===== config.mk =====
export PLATFORM = sky130hd
export DESIGN_NAME = wb_regfile
export DESIGN_NICKNAME = d
export VERILOG_FILES = /design/src/rtl/riscv_pkg.sv /design/src/rtl/regfile_core.sv /design/src/rtl/wb_regfile.sv
export SDC_FILE = /design/constraint.sdc
export NUM_CORES = 2
export LEC_CHECK = 0
export CORE_MARGIN = 2
export CORE_UTILIZATION = 49
export CTS_BUF_LIST = sky130_fd_sc_hd__clkbuf_16
export CTS_CLUSTER_DIAMETER = 100
export CTS_CLUSTER_SIZE = 28
export DETAILED_ROUTE_END_ITERATION = 12
export PLACE_DENSITY = 0.73
export SLEW_MARGIN = 10
export SYNTH_ARGS = -nofsm -noshare
export SYNTH_HDL_FRONTEND = slang
export SYNTH_SLANG_ARGS = --single-unit

===== constraint.sdc =====
create_clock -name clock -period 2.7 [get_ports clock]
set_input_delay 0.405 -clock clock [delete_from_list [all_inputs] [get_ports clock]]
set_output_delay 0.405 -clock clock [all_outputs]
set_load 0.01 [all_outputs]

===== src/rtl/riscv_pkg.sv =====
// Shared RISC-V pipeline constants: datapath width, register-file geometry
// and the writeback-select encoding also used by the control unit.
package riscv_pkg;

  localparam int XLEN       = 32;
  localparam int REG_ADDR_W = 5;
  localparam int NUM_REGS   = 32;

  localparam logic [1:0] WB_SEL_ALU = 2'd0;
  localparam logic [1:0] WB_SEL_MEM = 2'd1;
  localparam logic [1:0] WB_SEL_PC4 = 2'd2;

  // Link return outranks a load so jal/jalr always write PC+4.
  function automatic logic [1:0] wb_sel_encode(input logic ret, input logic mem_to_reg);
    if (ret)             return WB_SEL_PC4;
    else if (mem_to_reg) return WB_SEL_MEM;
    else                 return WB_SEL_ALU;
  endfunction

endpackage


===== src/rtl/regfile_core.sv =====
// 32 x XLEN integer register file: one write port, two asynchronous read ports,
// x0 hard-wired to zero, optional write-through bypass (macro WB_BYPASS_EN).
module regfile_core #(
  parameter int               XLEN     = riscv_pkg::XLEN,
  parameter logic [XLEN-1:0]  SP_RESET = '0
) (
  input  logic                          clock,
  input  logic                          reset_n,
  input  logic                          we,
  input  logic [riscv_pkg::REG_ADDR_W-1:0] waddr,
  input  logic [XLEN-1:0]               wdata,
  input  logic [riscv_pkg::REG_ADDR_W-1:0] raddr1,
  input  logic [riscv_pkg::REG_ADDR_W-1:0] raddr2,
  output logic [XLEN-1:0]               rdata1,
  output logic [XLEN-1:0]               rdata2
);
  import riscv_pkg::*;

  logic [XLEN-1:0] regs [NUM_REGS];

  always_ff @(posedge clock or negedge reset_n) begin
    if (!reset_n) begin
      for (int i = 0; i < NUM_REGS; i++)
        regs[i] <= (i == 2) ? SP_RESET : '0;
    end else if (we && waddr != '0) begin
      regs[waddr] <= wdata;
    end
  end

  // x0 masking is applied last so neither storage nor bypass can leak into it.
  always_comb begin
    rdata1 = regs[raddr1];
`ifdef WB_BYPASS_EN
    if (we && raddr1 == waddr) rdata1 = wdata;
`endif
    if (raddr1 == '0) rdata1 = '0;
  end

  always_comb begin
    rdata2 = regs[raddr2];
`ifdef WB_BYPASS_EN
    if (we && raddr2 == waddr) rdata2 = wdata;
`endif
    if (raddr2 == '0) rdata2 = '0;
  end

endmodule


===== src/rtl/wb_regfile.sv =====
// Writeback stage: selects the writeback value, commits it to the register file
// and counts committed writes. Optional write-through bypass: WB_BYPASS_EN.
module wb_regfile #(
  parameter int              XLEN     = riscv_pkg::XLEN,
  parameter logic [XLEN-1:0] SP_RESET = 32'h0000_0000
) (
  input  logic                             clock,
  input  logic                             reset_n,
  input  logic                             WB_RegWrite,
  input  logic                             WB_MemtoReg,
  input  logic                             WB_return,
  input  logic [XLEN-1:0]                  WB_PC_4,
  input  logic [XLEN-1:0]                  WB_Readdata,
  input  logic [XLEN-1:0]                  WB_Address,
  input  logic [riscv_pkg::REG_ADDR_W-1:0] WB_rd,
  input  logic [riscv_pkg::REG_ADDR_W-1:0] ID_rs1,
  input  logic [riscv_pkg::REG_ADDR_W-1:0] ID_rs2,
  output logic [XLEN-1:0]                  ID_rd1,
  output logic [XLEN-1:0]                  ID_rd2,
  output logic [XLEN-1:0]                  WB_data,
  output logic [63:0]                      wb_count
);
  import riscv_pkg::*;

  logic [1:0]  wb_sel;
  logic        commit;
  logic [63:0] count_q;

  assign wb_sel = wb_sel_encode(WB_return, WB_MemtoReg);

  always_comb begin
    unique case (wb_sel)
      WB_SEL_PC4: WB_data = WB_PC_4;
      WB_SEL_MEM: WB_data = WB_Readdata;
      default:    WB_data = WB_Address;
    endcase
  end

  assign commit = WB_RegWrite && (WB_rd != '0);

  regfile_core #(
    .XLEN     (XLEN),
    .SP_RESET (SP_RESET)
  ) u_core (
    .clock   (clock),
    .reset_n (reset_n),
    .we      (WB_RegWrite),
    .waddr   (WB_rd),
    .wdata   (WB_data),
    .raddr1  (ID_rs1),
    .raddr2  (ID_rs2),
    .rdata1  (ID_rd1),
    .rdata2  (ID_rd2)
  );

  // Free-running wrap at 2^64-1 is intended; no overflow flag.
  always_ff @(posedge clock or negedge reset_n) begin
    if (!reset_n)    count_q <= '0;
    else if (commit) count_q <= count_q + 64'd1;
  end

  assign wb_count = count_q;

endmodule

==> reports/results.md <==
## Route
• final routed wire length divided by cell count: 26.9 um
• DR vias/cell: 6.48
• residual antenna-violating net count after detailed routing: 0
• DRC: 0
• initial drt markers: 6222
• first-pass detailed-route iteration total: 5
• sum of routed wire length over all layers: 185 mm
• routed via count: 44600

## Layout
• count of non-filler cells in the finished layout: 6882
• layout cell share with drive strength beyond 1: 27.2%
• final instance area: 0.0664 sq mm
• number of nets in the layout: 5489
• commonest non-fill, non-tap cell in the layout: sky130_fd_sc_hd__dfrtp_1
• commonest cells after routing, fill and taps aside: sky130_fd_sc_hd__dfrtp_1, sky130_fd_sc_hd__nand2_1, sky130_fd_sc_hd__o21ai_0
• area used by multi-input combinational logic: 0.0277 sq mm
• Area Overhead vs Synth: 18.9%
• sequential cell area in the final layout: 0.0272 sq mm
• number of fillers in the final layout: 8850
• final standard cell utilization of the core: 58.8%

## Yosys
• cell types with the largest area share after synthesis: sky130_fd_sc_hd__dfrtp_1, sky130_fd_sc_hd__mux4_2, sky130_fd_sc_hd__o21ai_0
• Syn Nets: 5154
• asr flop ratio synth: 100%
• total of warnings raised by yosys: 0
• cell count after synthesis: 5037
• synth unique cells: 41
• synthesized area per cell: 11.1 sq um
• flops & latches, synth: 1088
• most instantiated flip-flop cell in the synthesis netlist: sky130_fd_sc_hd__dfrtp_1
• number of enable flip-flop cells after synthesis: 0
• cell area after synthesis: 0.0558 sq mm
• portion of the post-synthesis area used by sequential elements: 48.8%
• share of the synthesized area in the top cell type: 48.8%
• cell type with the highest aggregate area in the netlist: sky130_fd_sc_hd__dfrtp_1

## Clock tree
• total CTS buffers: 46
• H-tree level count: 2
• Max clock buf depth: 3
• CTS sink count: 1088
• clock transition time at the flip-flop clock pins of the worst setup and hold paths: 0.11 ns
• clock tree from TritonCTS: yes
• root cell of the clock tree: sky130_fd_sc_hd__clkbuf_16
• worst-skew pair later-pin latency: 0.67 ns

## Run
• max-capacitance violation count: 0

## Place
• instance count after placement with tap cells included: 6750
• count of port buffers added during placement: 275
• standard cell area after detailed placement: 0.0636 sq mm
• placer congestion estimate: 0.892
• Place WS: -0.729 ns
• half-perimeter wire length after placement: 122 mm

## Setup path
• cell count of the worst reg-to-reg path: 5
• highest cell delay on the worst timing path: 0.44 ns
• CP Capture Type: primary output
• worst endpoint data arrival time: 2.52 ns
• startpoint-to-endpoint class of the critical path: reg -> out
• library cell contributing the largest single delay on the critical path: sky130_fd_sc_hd__mux4_2
• largest fanout on the critical path: 3
• required time of the worst setup path: 2.30 ns
• Setup crit start kind: register
• CP cell instances: buf_6 > mux4_2 > mux2i_1 > nor2_2 > a221oi_2 > a21oi_1 > buf_2

## STA
• Setup violations, final: 47
• headroom to the max-slew limit: 52.2%
• Min Clock Period, post-route: 2.92 ns
• Fmax achieved: 342 MHz
• setup repair after global routing missed its margin: yes
• Worst Max-Slew Pin Slew: 0.715 ns
• final setup slack of the worst path: -0.222 ns
• Fin. Hold Viols: 0
• Final Max Slew Viols: 0
• smallest hold slack: 0.346 ns
• Tcrit/Tclk final: 108%
• Clock Skew: 0.0128 ns

## Floorplan
• DIE HEIGHT: 342 um
• die area: 0.117 sq mm
• initial core utilization: 49.5%
• area of the placeable core: 0.113 sq mm
• chip width: 342 um
• cell row count: 123
• boundary pin count: 276

## Global routing
• antenna violations before repair: 11
• via count of the first global-routing pass: 44300
• global-route wire length before repair: 279 mm
• met3 usage in global routing: 8.85%
• largest net degree at the start of global routing: 101
• grt met2 use: 47.3%
• global routing usage on met1: 43.6%
• total congestion overflow after global routing: 0
• most congested layer reported by global routing: met2
• Overall Global Routing Usage: 31.7%

## Status
• failing checks: negative setup slack
• run status: complete, but fails checks

## Worst hold path
• class of the worst hold path: in -> async

## Pwr
• worst-case vdd ir drop: 0.462 mV
• static leakage power: 29.2 nW
• power density over the cells: 611 mW/mm^2

[state kept, by name, indices dropped and copies added, names as in the netlist]
register / flops
u_core.regs: 1024
wb_count: 64
[worst paths after layout]
| check | end | slack, ns | startpoint |
|---|---|---|---|
| min in group clock | u_core.regs[1007] | 0.40 | u_core.regs[1007] |
| hold reg to reg | u_core.regs[1007] | 0.40 | u_core.regs[1007] |
| setup reg to reg | wb_count[54] | 0.51 | wb_count[35] |
| setup / recovery | ID_rd1[0] | -0.22 | u_core.regs[416] |
| max in group asynchronous | u_core.regs[1006] | 1.30 | reset_n |
| hold / removal | u_core.regs[1019] | 0.35 | reset_n |
[synth_stat cells (all sizes together) (3+ instances only)]
| cell type | number |
|---|---|
| o21ai | 1016 |
| nor3b | 5 |
| a21oi | 120 |
| mux2i | 160 |
| nand2 | 1035 |
| a211oi | 40 |
| inv | 43 |
| nor2 | 122 |
| nand4 | 26 |
| and3 | 6 |
| and2 | 3 |
| buf | 108 |
| nor2b | 46 |
| nand3 | 39 |
| nor4 | 15 |
| a221oi | 64 |
| xnor2 | 19 |
| mux2 | 25 |
| xor2 | 44 |
| clkbuf | 421 |
| mux4 | 512 |
| a211o | 40 |
| and4 | 3 |
| dfrtp | 1088 |
| nor3 | 26 |
[final cells by class]
| class | instances | area share, % |
|---|---|---|
| Clock inverter | 7 | 0.115 |
| Multi-Input combinational cell | 3377 | 41.7 |
| Sequential cell | 1088 | 41.0 |
| Clock buffer | 49 | 1.85 |
| Antenna cell | 2 | 0.00754 |
| Inverter | 43 | 0.243 |
| Timing Repair Buffer | 816 | 12.3 |
| Tap cell | 1500 | 2.83 |
[metal layers]
layer / part of all wire [%] / up-vias
met5: 0.078 / -
met4: 5.2 / 16
met3: 12 / 550
met2: 45 / 2740
met1: 38 / 22500
li1: - / 18800
[repair_timing]
action                     CTS  global route
setup endpoints to repair   64            66
buffers inserted            40            36
hold endpoints to repair    25             0
hold buffers                 1             0
gates resized for setup    415            93
gates cloned                 2             0
pin swaps                   88            52
[critical path, delay by kind of cell, from the launching register on]
kind            cells  cell delay [ns]
compound gates      2             0.39
simple gates        1             0.10
buf+inv             2             0.30
flops               1             0.43
mux                 2             0.62
[stage by stage]
step	setup TNS [ns]	power, mW
finish	-4.00	40.6
global route	-7.65	42.4
CTS	-4.14	40.1
detailed placement	-24.73	31.3
global placement	-23.92	30.7
floorplan	0	27.2
[report_power, final]
| group | internal, mW | switching [mW] |
|---|---|---|
| combinational | 5.52 | 5.02 |
| sequential | 19.1 | 2.31 |
| clock | 3.32 | 5.32 |
| total | 27.9 | 12.7 |
[logic make-up after synthesis]
kind of cell	synth area share [%]
AO/OA/AOI/OAI	12.4
multiplexers	24.0
flip-flops	48.8
buffers and inverters	4.11
AND/OR/NAND/NOR	9.72
XOR/XNOR	0.988
adder cells (fa/ha/maj)	0.0224
Note: power is estimated with default switching activity, not from simulation.
